$ cat src/rtl/q_sweep_sequencer.sv
// Q-setpoint sweep engine: steps q_desired through N_POINTS setpoints, waits for the Q loop
// to converge or time out at each one, pulses ctrl_rst between points and reports each point.
module q_sweep_sequencer #(
    parameter int          BUS_WIDTH   = 10,
    parameter int          N_POINTS    = 30,
    parameter int          STEP        = 5,
    parameter int          MODE        = 0,
    parameter logic [15:0] LFSR_SEED   = 16'hACE1,
    parameter int          TIMEOUT_W   = 16,
    parameter int          MAX_TIMEOUT = 50000,
    parameter int          RST_CYCLES  = 5,
    localparam int         IDX_W       = (N_POINTS > 1) ? $clog2(N_POINTS) : 1
) (
    input  logic                 clk,
    input  logic                 rst,
    input  logic                 go,
    input  logic                 abort,
    input  logic                 converged,
    output logic [BUS_WIDTH-1:0] q_desired,
    output logic                 enable,
    output logic                 start,
    output logic                 ctrl_rst,
    output logic                 busy,
    output logic [IDX_W-1:0]     point_idx,
    output logic                 result_valid,
    output logic                 result_converged,
    output logic [TIMEOUT_W-1:0] result_cycles,
    output logic                 done
);

    localparam int MW = BUS_WIDTH + TIMEOUT_W;
    localparam int SW = MW + 16;

    localparam logic [2:0] S_IDLE     = 3'd0;
    localparam logic [2:0] S_LOAD     = 3'd1;
    localparam logic [2:0] S_RUN      = 3'd2;
    localparam logic [2:0] S_CTRL_RST = 3'd3;
    localparam logic [2:0] S_NEXT     = 3'd4;
    localparam logic [2:0] S_DONE     = 3'd5;

    logic [2:0]           state_q, state_d;
    logic [BUS_WIDTH-1:0] q_desired_q, q_desired_d;
    logic [IDX_W-1:0]     idx_q, idx_d;
    logic [TIMEOUT_W-1:0] cnt_q, cnt_d;
    logic [15:0]          lfsr_q, lfsr_d;
    logic                 res_valid_q, res_valid_d;
    logic                 res_conv_q, res_conv_d;
    logic [TIMEOUT_W-1:0] res_cycles_q, res_cycles_d;

    logic [MW-1:0]        idx_ext, lower, span, offset, setpoint;
    logic [SW-1:0]        scaled;
    logic [BUS_WIDTH-1:0] setpoint_sat;
    logic [15:0]          lfsr_next;
    logic                 last_point;

    // Setpoint for the current index; random mode scales the LFSR into [0, span].
    always_comb begin
        idx_ext  = MW'(idx_q);
        lower    = MW'(STEP) * (idx_ext + MW'(2));
        span     = MW'(STEP) * (idx_ext + MW'(1));
        scaled   = SW'(lfsr_q) * SW'(span + MW'(1));
        offset   = MW'(scaled >> 16);
        setpoint = (MODE == 1) ? lower + offset : lower;
        if (setpoint[MW-1:BUS_WIDTH] != '0) begin
            setpoint_sat = '1;
        end else begin
            setpoint_sat = setpoint[BUS_WIDTH-1:0];
        end
    end

    assign lfsr_next  = {lfsr_q[14:0], lfsr_q[15] ^ lfsr_q[13] ^ lfsr_q[12] ^ lfsr_q[10]};
    assign last_point = (idx_q == IDX_W'(N_POINTS - 1));

    always_comb begin
        state_d      = state_q;
        q_desired_d  = q_desired_q;
        idx_d        = idx_q;
        cnt_d        = cnt_q;
        lfsr_d       = lfsr_q;
        res_valid_d  = 1'b0;
        res_conv_d   = res_conv_q;
        res_cycles_d = res_cycles_q;

        case (state_q)
            S_IDLE, S_DONE: begin
                if (go) begin
                    state_d = S_LOAD;
                    idx_d   = '0;
                end
            end
            S_LOAD: begin
                q_desired_d = setpoint_sat;
                cnt_d       = '0;
                lfsr_d      = lfsr_next;
                state_d     = S_RUN;
            end
            S_RUN: begin
                // A flag already high on the first RUN cycle is left over from the previous point.
                if (converged && (cnt_q != '0)) begin
                    res_valid_d  = 1'b1;
                    res_conv_d   = 1'b1;
                    res_cycles_d = cnt_q;
                    cnt_d        = '0;
                    state_d      = S_CTRL_RST;
                end else if (cnt_q == TIMEOUT_W'(MAX_TIMEOUT - 1)) begin
                    res_valid_d  = 1'b1;
                    res_conv_d   = 1'b0;
                    res_cycles_d = TIMEOUT_W'(MAX_TIMEOUT);
                    cnt_d        = '0;
                    state_d      = S_CTRL_RST;
                end else begin
                    cnt_d = cnt_q + TIMEOUT_W'(1);
                end
            end
            S_CTRL_RST: begin
                if (cnt_q == TIMEOUT_W'(RST_CYCLES - 1)) begin
                    cnt_d   = '0;
                    state_d = S_NEXT;
                end else begin
                    cnt_d = cnt_q + TIMEOUT_W'(1);
                end
            end
            S_NEXT: begin
                if (last_point) begin
                    state_d = S_DONE;
                end else begin
                    idx_d   = idx_q + IDX_W'(1);
                    state_d = S_LOAD;
                end
            end
            default: state_d = S_IDLE;
        endcase

        // Abort drops the point in flight without reporting it and clears the visible outputs.
        if (abort && (state_q != S_IDLE)) begin
            state_d      = S_IDLE;
            q_desired_d  = '0;
            idx_d        = '0;
            cnt_d        = '0;
            lfsr_d       = lfsr_q;
            res_valid_d  = 1'b0;
            res_conv_d   = 1'b0;
            res_cycles_d = '0;
        end
    end

    always_ff @(posedge clk) begin
        if (rst) begin
            state_q      <= S_IDLE;
            q_desired_q  <= '0;
            idx_q        <= '0;
            cnt_q        <= '0;
            lfsr_q       <= LFSR_SEED;
            res_valid_q  <= 1'b0;
            res_conv_q   <= 1'b0;
            res_cycles_q <= '0;
        end else begin
            state_q      <= state_d;
            q_desired_q  <= q_desired_d;
            idx_q        <= idx_d;
            cnt_q        <= cnt_d;
            lfsr_q       <= lfsr_d;
            res_valid_q  <= res_valid_d;
            res_conv_q   <= res_conv_d;
            res_cycles_q <= res_cycles_d;
        end
    end

    assign q_desired        = q_desired_q;
    assign point_idx        = idx_q;
    assign enable           = (state_q == S_RUN) || (state_q == S_CTRL_RST);
    assign start            = enable;
    assign ctrl_rst         = (state_q == S_CTRL_RST);
    assign busy             = (state_q == S_LOAD) || (state_q == S_RUN) ||
                              (state_q == S_CTRL_RST) || (state_q == S_NEXT);
    assign done             = (state_q == S_DONE);
    assign result_valid     = res_valid_q;
    assign result_converged = res_conv_q;
    assign result_cycles    = res_cycles_q;

endmodule

$ cat config.mk
export PLATFORM = sky130hd
export DESIGN_NAME = q_sweep_sequencer
export DESIGN_NICKNAME = d
export VERILOG_FILES = /design/src/rtl/q_sweep_sequencer.sv
export SDC_FILE = /design/constraint.sdc
export NUM_CORES = 1
export LEC_CHECK = 0
export BUFFER_PORTS_ARGS = -buffer_cell sky130_fd_sc_hd__buf_2
export CORE_MARGIN = 2
export CORE_UTILIZATION = 56
export CTS_CLUSTER_DIAMETER = 60
export DETAILED_ROUTE_END_ITERATION = 12
export PLACE_DENSITY_LB_ADDON = 0.05
export SLEW_MARGIN = 20
export SYNTH_ARGS = -nofsm -noshare
export SYNTH_HDL_FRONTEND = slang
export SYNTH_SLANG_ARGS = --single-unit
$ cat constraint.sdc
create_clock -name clk -period 2.55 [get_ports clk]
set_input_delay 0.255 -clock clk [delete_from_list [all_inputs] [get_ports clk]]
set_output_delay 0.255 -clock clk [all_outputs]
set_load 0.005 [all_outputs]
Word-level counts from Yosys, hierarchy flattened

Cells that the tools add are included.

Output and inout bits: 38
Bits in registers: 52
Logic and storage cells: 63

Equality and inequality tests: 12
Bitwise operators: 1
$mul: 1
Reductions and logical operators: 19
Mux-type cells: 20
Add/subtract/negate cells: 3

Operators by type and width:

| cell                        | number |
|---|---|
| $mux W16                    | 5 |
| $pmux W16 S3                | 1 |
| $add A16 B1 Y16 const B     | 1 |
| $eq A16 B16 Y1 const B      | 1 |
| $eq A16 B3 Y1 const B       | 1 |
| $reduce_bool A16 Y1         | 1 |
| $reduce_bool A16 Y1 const A | 1 |
| $mux W3                     | 5 |
| $pmux W3 S5                 | 1 |
| $mux W10                    | 1 |
| $mux W5                     | 2 |
| $pmux W5 S2                 | 1 |
| $mul A3 B6 Y9 const A       | 1 |
| $add A5 B2 Y6 const B       | 1 |
| $eq A3 B2 Y1 const B        | 2 |
| $eq A3 B3 Y1 const B        | 2 |
| $reduce_and A3 Y1           | 2 |
| $reduce_bool A3 Y1          | 2 |
| $add A5 B1 Y5 const B       | 1 |
| $eq A5 B5 Y1 const B        | 1 |
| $logic_or A1 B1 Y1          | 4 |
| $mux W1                     | 4 |
| $ne A2 B2 Y1 const B        | 2 |
| $reduce_bool A2 Y1          | 2 |
| 9 further kinds             | 11 |

Depth between registers and ports, before layout

Depth in word-level cells: 4
Mapped depth: 10
Mapped depth without buffers: 10

Worst setup path after synthesis

No wires, ideal clock.

Kind: register to register
Start: register idx_q[3] (netlist: point_idx[3])
End: register q_desired_q[8] (netlist: q_desired[8])
Arrival: 2.055 ns
Data required time: 2.435 ns
Cell stages (with the launch flop): 11
Library setup time: 0.115 ns
Slack: 0.381 ns
Cell sequence: dfxtp_1 -> nand3_1 -> xor2_1 -> xor2_1 -> inv_1 -> ha_1 -> a21o_1 -> a21o_1 -> a21oi_1 -> o21ai_0 -> and2_1

Word-level cells in the longest chain between the ends: 3

RTL lines:

| element                | line | source |
|---|---|---|
| start, declared        | 43   | `logic [IDX_W-1:0] idx_q, idx_d;` |
| start signal, assigned | 160  | `idx_q <= idx_d;` |
| $add A5 B2 Y6          | 59   | `lower = MW'(STEP) * (idx_ext + MW'(2));` |
| $mul A3 B6 Y9          | 59   |  |
| $mux W10               | 64   | `if (setpoint[MW-1:BUS_WIDTH] != '0) begin` |
| end signal, assigned   | 159  | `q_desired_q <= q_desired_d;` |
| end, declared          | 42   | `logic [BUS_WIDTH-1:0] q_desired_q, q_desired_d;` |

Every way passes these cells.
A chain may end at the register's enable or synchronous reset.

Final worst setup path

Ends and elaborated chain as after synthesis.

==> qor.csv <==
stage,metric,value,unit
timing,setup_viol,0,
global_route,grt_max_degree,25,
global_route,grt.overflow.total,0,
synth,synthArstFlopShare,0,%
global_route,antenna_found_initial,0,
floorplan,dieArea,5313,um2
timing,max_freq,418.6,MHz
clocking,cts_buffers,5,
setup_path,start_kind,flip-flop,
route,wl_met1,3066,um
synth,syn_inst,309,
min_path,hp-start,rst,
synth,syn-num-nets,327,
global_route,grt_pass1_vias,2084,
clocking,cts_root_buffer,clkbuf_8,
pwr,leakage,1.287,nW
synth,yosysMostFrequentCell,dfxtp_1,
place,dpl.hpwl,4232,um
pwr,finalPower,1.907,mW
pwr,power_density,621.5,nW/um2
route,drtIter0Drc,123,
timing,period_share,93.69,%
place,dp_cells,397,
route,post_drt_wl_per_cell,14.38,um
clocking,hold_buffers,0,
finish,nNetsFinal,368,
route,finalWirelength,5825,um
clocking,htreeDepth,2,
place,port_buffers,41,
route,first_pass_iters,5,
route,via_per_inst,5.743,
synth,ys_top_cells_by_count,"dfxtp_1 (51), nor2_1 (40), nand2_1 (33)",
synth,synth_top_cell_by_area,dfxtp_1,
synth,ys.warnings.count,0,
synth,synth-seq-cells,51,
finish,final_cell_count_no_fill,405,
synth,synth_area,2658,um2
synth,ys.flop_type,dfxtp_1,
global_route,grt_pass1_wl,9998,um
timing,fin_skew,0.006189,ns
setup_path,r2r-start,point_idx[3]$_SDFFE_PP0P_,
route,drc,0,
place,place_congestion,0.8754,
floorplan,ioPinCount,43,
setup_path,cp-startpoint,point_idx[3]$_SDFFE_PP0P_,
timing,tightest_slew,0.7844,ns
finish,drive_gt1_share,21.65,%
timing,hold_violations,0,
synth,ys_top_cells_by_area,"dfxtp_1 (38%), ha_1 (5.6%), nor2_1 (5.6%)",
setup_path,crit_arrival,2.60,ns
timing,relSlewSlack,47.02,%
clocking,clkSinkCount,51,
route,top_layer_used,met4,
setup_path,worst-path-max-fanout,9,
synth,avgSynthCellArea,8.600,um2
flow_run,drv_cap,0,
floorplan,initial_core_util,57.02,%
setup_path,cp-end-kind,flip-flop,
setup_path,critical_path_class,reg2reg,
timing,rsz0062_at_grt,false,
setup_path,path_common_cell,a21o_1,
route,wl_met2,2389,um
route,vias,2326,
clocking,clock_latency,0.31,ns
finish,syn_to_final_growth,15.44,%
synth,synth_edf_count,0,
synth,ys_types,55,
route,met3_length,270,um
global_route,track_usage,23.81,%
route,ant_nets,0,
clocking,cts_tree,yes,
floorplan,die_x,72.89,um
finish,diodes,0,
run_status,outcome,completed,
setup_path,worstPathRequired,2.76,ns
clocking,cts.path.max_buffers,2,
min_path,hold_path.class,in2reg,
synth,yosysSeqAreaShare,38.42,%
floorplan,die_h,72.89,um
setup_path,slowest_stage,dfxtp_1,
timing,setup_tns,0,ns
clocking,path_clk_slew,0.09,ns
timing,finalMaxSlewViolations,0,
floorplan,core,4661,um2
timing,fin_crit,2.389,ns
setup_path,worstPathCellList,nand3_1 > xor2_1 > xor2_2 > inv_1 > ha_1 > a21o_1 > a21o_1 > a21oi_1 > o21ai_0 > and2_1,
pwr,ir_worst_vdd,0.0003303,V
setup_path,slowest_delay,0.50,ns
synth,yosysTopAreaCellShare,38.42,%
floorplan,row_count,25,
## cell families (layout without fill, tap and decap cells)
| group | count (synthesis) | in the layout | share of synthesized area (%) |
|---|---|---|---|
| mux | 1 | 1 | 0.3767 |
| fa+ha+maj | 13 | 13 | 6.403 |
| buf+inv | 34 | 76 | 5.838 |
| simple gates | 121 | 121 | 23.31 |
| flops | 51 | 51 | 38.42 |
| xor+xnor | 18 | 18 | 5.932 |
| other cells | 1 | 1 | 0.1411 |
| compound gates | 70 | 70 | 19.59 |
## final timing paths
path                                                  end  slack [ns]  cells past startpoint
worst max register to register  q_desired[8]$_SDFFE_PP0P_        0.16                     10
worst max-delay path            q_desired[8]$_SDFFE_PP0P_        0.16                     10
worst min register to register  q_desired[5]$_SDFFE_PP0P_        0.45                      2
worst min-delay path              state_q[0]$_SDFFE_PP0P_        0.33                      3
## state kept, by name, summed over array words and instances (netlist names)
signal            count
state_q               3
point_idx             5
result_converged      1
q_desired             9
cnt_q                16
result_valid          1
result_cycles        16
## cells in the final DEF (no fill, tap or decap), types with 5 or more instances in the layout
master	instances
xor2_1	10
a22oi_1	12
o21ai_0	5
a21oi_1	12
nor2_1	40
o211ai_1	9
and2_1	5
ha_1	12
o221a_1	6
inv_1	13
dfxtp_1	51
clkbuf_8	6
nand2_1	33
buf_2	41
nand3_1	7
xnor2_1	7
buf_4	13
and3_1	6
## report_power, final
part / internal (mW) / total (mW) / leakage (nW) / switching (mW)
clock network: 0.318 / 0.590 / 0.0612 / 0.273
registers: 0.836 / 0.881 / 0.412 / 0.0444
logic: 0.165 / 0.436 / 0.814 / 0.271
## per-stage QoR
step	utilization, %	worst slack (ns)	area (um2)	hold WS, ns
3_3_place_gp	62.77	0.2436	2925	0.4351
3_5_place_dp	62.77	0.1932	2925	0.4441
6_report	65.83	0.1610	3068	0.3301
2_1_floorplan	-	0.3805	2658	0.4482
4_1_cts	65.29	0.1725	3043	0.3204
5_1_grt	65.83	0.04158	3068	0.3414
## repair_timing
item                       CTS  global route
setup endpoints to repair    0            16
resized for setup            0             4
hold endpoints to repair     0             0
buffers inserted             0             0
## cell type report
cell class | count | area (um2)
multi-input combinational | 224 | 1506
sequential | 51 | 1021
clock buffer | 6 | 82.58
clock inverter | 2 | 35.03
inverter | 14 | 52.55
tap | 54 | 67.56
timing repair buffer | 54 | 302.8
fill | 411 | 1593
## per-layer routing
layer	up-vias	track usage (%)
met5	-	0
met1	1070	36.70
met4	0	7.613
met3	10	5.249
li1	1179	-
met2	67	32.63
## critical path: cells and delay by family (launching register included)
family / cells / cell delay (ns)
buffers and inverters: 1 / 0.07
flip-flops: 1 / 0.50
adder cells (fa/ha/maj): 1 / 0.30
XOR/XNOR: 2 / 0.52
AO/OA/AOI/OAI: 4 / 0.61
AND/OR/NAND/NOR: 2 / 0.29
(Power assumes the default switching activity.)
